--- src/rtl/mux8_1_case.sv ---
// Registered 8-to-1 selector with a valid flag that travels alongside the data.
// One clock of latency, one selection per clock, no path from inputs to outputs.
module mux8_1_case #(
  parameter int WIDTH = 3
) (
  input  logic             clk,
  input  logic             rst,
  input  logic [2:0]       s,
  input  logic [WIDTH-1:0] d0,
  input  logic [WIDTH-1:0] d1,
  input  logic [WIDTH-1:0] d2,
  input  logic [WIDTH-1:0] d3,
  input  logic [WIDTH-1:0] d4,
  input  logic [WIDTH-1:0] d5,
  input  logic [WIDTH-1:0] d6,
  input  logic [WIDTH-1:0] d7,
  input  logic             valid_in,
  output logic [WIDTH-1:0] y,
  output logic [2:0]       s_q,
  output logic             valid_out
);

  logic [WIDTH-1:0] sel_data;

  // Default covers an unknown select so the decode never holds state.
  always_comb begin
    sel_data = d0;
    case (s)
      3'd0:    sel_data = d0;
      3'd1:    sel_data = d1;
      3'd2:    sel_data = d2;
      3'd3:    sel_data = d3;
      3'd4:    sel_data = d4;
      3'd5:    sel_data = d5;
      3'd6:    sel_data = d6;
      3'd7:    sel_data = d7;
      default: sel_data = d0;
    endcase
  end

  // Data and select hold while idle; only the flag drops.
  always_ff @(posedge clk) begin
    if (rst) begin
      y         <= '0;
      s_q       <= 3'b000;
      valid_out <= 1'b0;
    end else if (valid_in) begin
      y         <= sel_data;
      s_q       <= s;
      valid_out <= 1'b1;
    end else begin
      valid_out <= 1'b0;
    end
  end

endmodule

--- config.mk ---
export PLATFORM = sky130hd
export DESIGN_NAME = mux8_1_case
export DESIGN_NICKNAME = d
export VERILOG_FILES = /design/src/rtl/mux8_1_case.sv
export SDC_FILE = /design/constraint.sdc
export NUM_CORES = 1
export LEC_CHECK = 0
export CORE_MARGIN = 2
export CORE_UTILIZATION = 34
export CTS_BUF_LIST = sky130_fd_sc_hd__clkbuf_8 sky130_fd_sc_hd__clkbuf_16
export CTS_CLUSTER_DIAMETER = 200
export DETAILED_ROUTE_END_ITERATION = 16
export GPL_TIMING_DRIVEN = 0
export PLACE_DENSITY = 0.82
export SLEW_MARGIN = 20
export SYNTH_ARGS = -nofsm -noshare
export SYNTH_HDL_FRONTEND = slang
export SYNTH_SLANG_ARGS = --single-unit
--- constraint.sdc ---
create_clock -name clk -period 3.16 [get_ports clk]
set_clock_uncertainty 0.15 [all_clocks]
set_input_delay 0.316 -clock clk [delete_from_list [all_inputs] [get_ports clk]]
set_output_delay 0.316 -clock clk [all_outputs]
set_load 0.05 [all_outputs]
==> metrics.md, run 1 <==
| Metric | Value |
|---|---|
| Slew headroom | `65.2%` |
| CP Capture Type | `primary output` |
| Layout area overhead | `87.3%` |
| Num CTS Buffers | `3` |
| Initial antenna violation count | `0` |
| CP Buf/Inv Count | `1` |
| Busiest grt layer | `met2` |
| Initial Utilization | `36.4%` |
| CTS Hold Bufs | `0` |
| Min-delay worst type | `flop to flop` |
| Switch share | `27.3%` |
| Routed Wire Length | `1.29 mm` |
| Seq cells post-synth | `7` |
| CP top delay family | `buffers and inverters` |
| Worst setup path category | `flop to primary output` |
| DRT Pass-1 Iters | `4` |
| Final WS setup | `1320 ps` |
| GRT Total Usage | `17.6%` |
| Worst hold stages | `2` |
| H-tree depth | `1` |
| Worst vdd ir | `0.172 mV` |
| Fmax | `543 MHz` |
| Nets@finish | `127` |
| Fin area | `888 um^2` |
| Worst-path cell chain | `clkdlybuf4s50_1` |
| Top_reg_cell synth | `dfxtp_1` |
| Row count | `13` |
| Final Hold Viols | `0` |
| Pin count of the biggest net entering global routing | `11` |
| Vias in the first global route | `483` |
| Vias | `550` |
| Async SR Flop Fraction | `0%` |
| Worst-Skew Late Latency | `220 ps` |
| Layout cells sized above 1 | `7.29%` |
| CTS tree | `yes` |
| Static leakage | `0.356 nW` |
| Pre-CTS WS | `1140 ps` |
| # IOs | `37` |
| Seq/Total Area, Yosys | `29.6%` |
| Min Tclk post-route | `1840 ps` |
| Final setup viols | `0` |
| Fin crit share | `58.3%` |
| Post-synth cell types | `22` |
| Met1 Use GR | `21.0%` |
| Root Buffer | `clkbuf_8` |
| Worst path required time | `2690 ps` |
| Placer Congestion | `0.690` |
| Clock Pin Slew Worst Setup and Hold Paths | `40 ps` |
| Slew Viols, Final | `0` |
| RSZ-0062 raised after global routing | `no` |
| Die Y | `41.3 um` |
| Gate Count Post-Synth | `57` |
| Synth Cell Area | `474 um^2` |
| DR WL/cell | `11.6 um` |
| Maximum fanout along the worst path | `2` |
| Core ar. | `1300 um^2` |
| Int Power | `0.237 mW` |
| Slowest-stage cell, CP | `clkdlybuf4s50_1` |
| M2 GR Usage | `31.6%` |
| Instance count on the critical path | `1` |
| Clock buffer depth | `2` |
| Status | `completed` |
| Arrival time at the worst endpoint | `1380 ps` |
| Post-Syn Area per Cell | `8.32 um^2` |
| Post_cts resized | `0` |
| NetSw | `0.0887 mW` |
| Post-route ant nets | `0` |
| EDFF count, synth | `0` |
| Worst hold slack | `341 ps` |
| Floorplan die width | `41.3 um` |
| Ant diodes | `0` |
| First-pass GRT wire length | `1.99 mm` |
| Power, Total | `0.325 mW` |
| GRT met3 Usage | `3.72%` |
| Clock share of power | `36.8%` |
| Worst path max stage delay | `810 ps` |
| Gr ovfl total | `0` |
| Initial DRC Count | `12` |
| IO buf count | `35` |
| Logic pwr share | `33.1%` |
| DR DRC count | `0` |
| Post-Route Setup TNS | `0 ps` |
| Yosys warns | `0` |
| Placed instance area | `843 um^2` |
| Vias per inst | `4.95` |
| Post-CTS Setup Inserts | `0` |
| Max Cap Viol | `0` |
| HPWL after DPL | `1.06 mm` |
| Die ar. | `1710 um^2` |
| R2R cell count | `4` |
| Worst-margin pin slew | `520 ps` |
| Clk sinks | `7` |
| Mapped Nets | `87` |
| Reg power frac | `30.2%` |
| Pwr dens | `366 nW/um^2` |
| CP Launch Type | `flop` |
Yosys cell counts, types with 3 or more instances:
| cell type | n | share of area (%) |
|---|---|---|
| clkbuf_1 | 3 | 2.4 |
| nor2_1 | 9 | 7.1 |
| nor2b_1 | 3 | 4.0 |
| inv_1 | 3 | 2.4 |
| nand2b_1 | 3 | 4.0 |
| nand3_1 | 3 | 3.2 |
| dfxtp_1 | 7 | 30 |
| mux2i_1 | 5 | 11 |
cell usage in the layout (no fill, tap or decap):
| master | instances |
|---|---|
| o2111ai_2 | 1 |
| nand2_1 | 2 |
| buf_4 | 1 |
| a221oi_1 | 2 |
| o21ai_0 | 2 |
| nand2b_1 | 3 |
| a31oi_1 | 2 |
| nor2b_1 | 3 |
| inv_1 | 4 |
| clkdlybuf4s50_1 | 35 |
| o21ai_1 | 2 |
| dfxtp_1 | 7 |
| clkbuf_1 | 3 |
| or4b_1 | 1 |
| a2111oi_2 | 1 |
| mux4_1 | 1 |
| a21oi_1 | 2 |
| nor2_1 | 9 |
| and2b_1 | 1 |
| nand3_1 | 3 |
| clkbuf_8 | 3 |
| mux2i_1 | 5 |
| o21ai_2 | 1 |
| a22o_1 | 2 |
logic make-up after synthesis:
family,after synthesis,share of synthesized area (%)
compound gates,15,24.5
buf+inv,7,6.33
flops,7,29.6
mux,6,16.1
simple gates,22,23.5
power groups by stage:
stage | combinational (mW) | sequential (mW) | clock (mW)
6_report | 0.108 | 0.0981 | 0.120
5_1_grt | 0.116 | 0.0989 | 0.129
4_1_cts | 0.108 | 0.0983 | 0.124
3_5_place_dp | 0.108 | 0.0996 | 0
3_3_place_gp | 0.106 | 0.0993 | 0
2_1_floorplan | 0.0329 | 0.120 | 0
registers in the layout, indices dropped and copies added, names as in the netlist:
register / cells
s_q: 3
valid_out: 1
y: 3
layer usage:
metal  routed length [um]  part of all wire, %
met1                  524                   41
met2                  718                   56
met3                   46                  3.6
met4                    0                    0
met5                    0                    0
layout make-up:
class	count	area, um^2
tap	15	18.8
sequential	7	140
clock inverter	1	3.75
fill	112	413
timing repair buffer	35	350
buffer	4	18.8
multi-input combinational	43	304
inverter	3	11.3
clock buffer	3	41.3
through the flow:
step,instances,utilization (%)
2_1_floorplan,57,-
3_3_place_gp,107,64.8
3_5_place_dp,107,64.8
4_1_cts,111,68.3
5_1_grt,111,68.3
6_report,111,68.3
final timing paths:
| check | to | startpoint | slack [ps] |
|---|---|---|---|
| max | y[1] | y[1] | 1320 |
| min | s_q[1] | s_q[1] | 340 |
| max reg2reg | y[1] | y[1] | 2220 |
| min reg2reg | s_q[1] | s_q[1] | 340 |
(Power assumes the default switching activity.)
==> inputs of run 2 (changes only) <==
- CORE_UTILIZATION: 34 -> 29
- PLACE_DENSITY: 0.82 -> 0.74
- clock period: 3.16 -> 1.65 ns (I/O delays scaled with it)
==> run 2 against run 1 <==
Flip-flop and latch count stayed put. Clock-buffer cell count stayed put. Cell count is 0.90% higher. Wire length is 0.62% higher. Clock power is 94% higher. Via count is 1.3% higher. Power is 90% higher. Largest cell class unchanged.
==> metrics.md, run 2 (synthesized netlist as in run 1, its figures left out) <==
| Metric | Value |
|---|---|
| CP Buf/Inv Count | `1 (unchanged)` |
| # IOs | `37 (unchanged)` |
| Post-CTS Setup Inserts | `0 (unchanged)` |
| Hold_sp | `s[0]` |
| Row count | `14 (+1)` |
| Slew headroom | `65.8% (+0.52 points)` |
| Die Y | `44.4 um (+7.5%)` |
| Reg power frac | `30.2% (about the same)` |
| R2r startpoint | `y[0]` |
| Placed Cells | `108 (+0.93%)` |
| Pin count of the biggest net entering global routing | `11 (unchanged)` |
| Setup crit start | `valid_out` |
| CP Capture Type | `primary output` |
| NetSw | `0.173 mW (+95%)` |
| R2R cell count | `4 (unchanged)` |
| Initial DRC Count | `5 (-7)` |
| Pwr dens | `701 nW/um^2 (+91%)` |
| Commonest cells after routing, fill and taps aside | `28 x clkdlybuf4s50_1, 9 x nor2_1, 7 x dlygate4sd2_1, 7 x dfxtp_1, 5 x mux2i_1` |
| Switch share | `27.9% (+0.64 points)` |
| Initial antenna violation count | `0 (unchanged)` |
| Initial Utilization | `31.1% (-5.3 points)` |
| Vias | `557 (+1.3%)` |
| Num CTS Buffers | `3 (unchanged)` |
| CP Launch Type | `flop` |
| Non-filler cells, final | `112 (+0.90%)` |
| Worst R2R End | `y[0]` |
| Pre-CTS WS | `-239 ps (-1380 ps)` |
| Worst-margin pin slew | `514 ps (-6.13 ps)` |
| Reg2Reg Setup Slack | `730 ps (-1490 ps)` |
| Commonest non-fill, non-tap cell in the layout | `clkdlybuf4s50_1` |
| First-pass GRT wire length | `2.06 mm (+3.8%)` |
| FILL cells | `147 (+31%)` |
| Placer Congestion | `0.751 (+8.7%)` |
| Final Hold Viols | `0 (unchanged)` |
| Post-Route Setup TNS | `0 ps (unchanged)` |
| Post_cts resized | `7 (+7)` |
| DR WL/cell | `11.6 um (-0.28%)` |
| Top Registers | `s_q: 3 flops, y: 3 flops, valid_out: 1 flops` |
| Layout area overhead | `86.0%` |
| RSZ-0062 raised after global routing | `no` |
| Hold Path End | `s_q[0]` |
| Nets@finish | `127 (unchanged)` |
| Arrival time at the worst endpoint | `1310 ps (-70 ps)` |
| Floorplan die width | `44.4 um (+7.5%)` |
| GRT Total Usage | `13.5% (-4.2 points)` |
| Worst setup path category | `flop to primary output` |
| Ant diodes | `0 (unchanged)` |
| CTS tree | `yes` |
| Logic pwr share | `32.2% (-0.9 points)` |
| Max Cap Viol | `0 (unchanged)` |
| Maximum fanout along the worst path | `1 (-1)` |
| Int Power | `0.446 mW (+88%)` |
| Vias per inst | `4.97 (+0.37%)` |
| Worst vdd ir | `0.393 mV (+130%)` |
| Status | `completed` |
| Min Tclk post-route | `1630 ps` |
| Die ar. | `1970 um^2 (+16%)` |
| Slowest-stage cell, CP | `clkdlybuf4s50_1` |
| Min-delay worst type | `input pin to flop` |
| Clk sinks | `7 (unchanged)` |
| Vias in the first global route | `525 (+8.7%)` |
| DR DRC count | `0 (unchanged)` |
| HPWL after DPL | `1.07 mm (+0.86%)` |
| CTS Hold Bufs | `0 (unchanged)` |
| Worst path required time | `1330 ps (-1360 ps)` |
| IO buf count | `35 (unchanged)` |
| Worst-Skew Late Latency | `220 ps (about the same)` |
| Routed Wire Length | `1.30 mm (+0.62%)` |
| DRT Pass-1 Iters | `3 (-1)` |
| Static leakage | `0.381 nW (+7.1%)` |
| Core ar. | `1520 um^2 (+17%)` |
| Fmax | `615 MHz` |
| Fin crit share | `98.5%` |
| Root Buffer | `clkbuf_8` |
| Worst-path cell chain | `clkdlybuf4s50_1` |
| CP top delay family | `buffers and inverters` |
| Final setup viols | `0 (unchanged)` |
| Worst path max stage delay | `790 ps (-20 ps)` |
| Clock share of power | `37.6% (+0.8 points)` |
| Final WS setup | `24.5 ps (-1290 ps)` |
| H-tree depth | `1 (unchanged)` |
| Clock buffer depth | `2 (unchanged)` |
| Slew Viols, Final | `0 (unchanged)` |
| Layout cells sized above 1 | `8.33% (+1.0 points)` |
| Post-route ant nets | `0 (unchanged)` |
| Clock Pin Slew Worst Setup and Hold Paths | `40 ps (about the same)` |
| Worst hold stages | `3 (+1)` |
| Gr ovfl total | `0 (unchanged)` |
run 2: cell types whose count changed in the layout (fill, tap and decap cells not counted):
| cell | previous run | this run |
|---|---|---|
| clkbuf_1 | 3 | 2 |
| clkdlybuf4s50_1 | 35 | 28 |
| dlygate4sd2_1 | 0 | 7 |
| clkbuf_2 | 0 | 1 |
run 2: layer usage:
| metal | global-route usage, % | vias up | routed length (um) |
|---|---|---|---|
| li1 | - | 285 | - |
| met5 | 0 | - | 0 |
| met1 | 15.6 | 256 | 539 |
| met3 | 1.22 | 0 | 40 |
| met4 | 1.82 | 0 | 0 |
| met2 | 26.8 | 16 | 718 |
run 2: power groups by stage:
stage,logic (mW),registers [mW],clock network (mW)
2_1_floorplan,0.0629,0.230,0
3_3_place_gp,0.204,0.190,0
3_5_place_dp,0.207,0.190,0
4_1_cts,0.200,0.187,0.231
5_1_grt,0.214,0.188,0.242
6_report,0.199,0.187,0.233
run 2: area by class of cell:
cell class	instances	area (um^2)	share of cell area (%)
timing repair buffer	35	342	38.7
multi-input combinational	43	304	34.5
inverter	3	11.3	1.28
sequential	7	140	15.9
tap	16	20.0	2.27
clock buffer	3	41.3	4.68
buffer	4	20.0	2.27
clock inverter	1	3.75	0.426
run 2: worst max path at each step:
stage,end,slack [ps],depth (start not counted)
global placement,y[2],-220,4
detailed placement,y[2],-240,4
finish,valid_out,20,1
floorplan,y[2],310,4
global route,valid_out,9,1
CTS,valid_out,20,1
run 2: metrics by stage:
step                utilization, %  instance area, um^2  power, mW  hold WS (ps)
floorplan                        -                  474      0.293          83.9
global placement              55.4                  845      0.395           323
detailed placement            55.4                  845      0.397           335
CTS                           57.8                  881      0.618           248
global route                  57.9                  882      0.644           327
finish                        57.9                  882      0.618           249
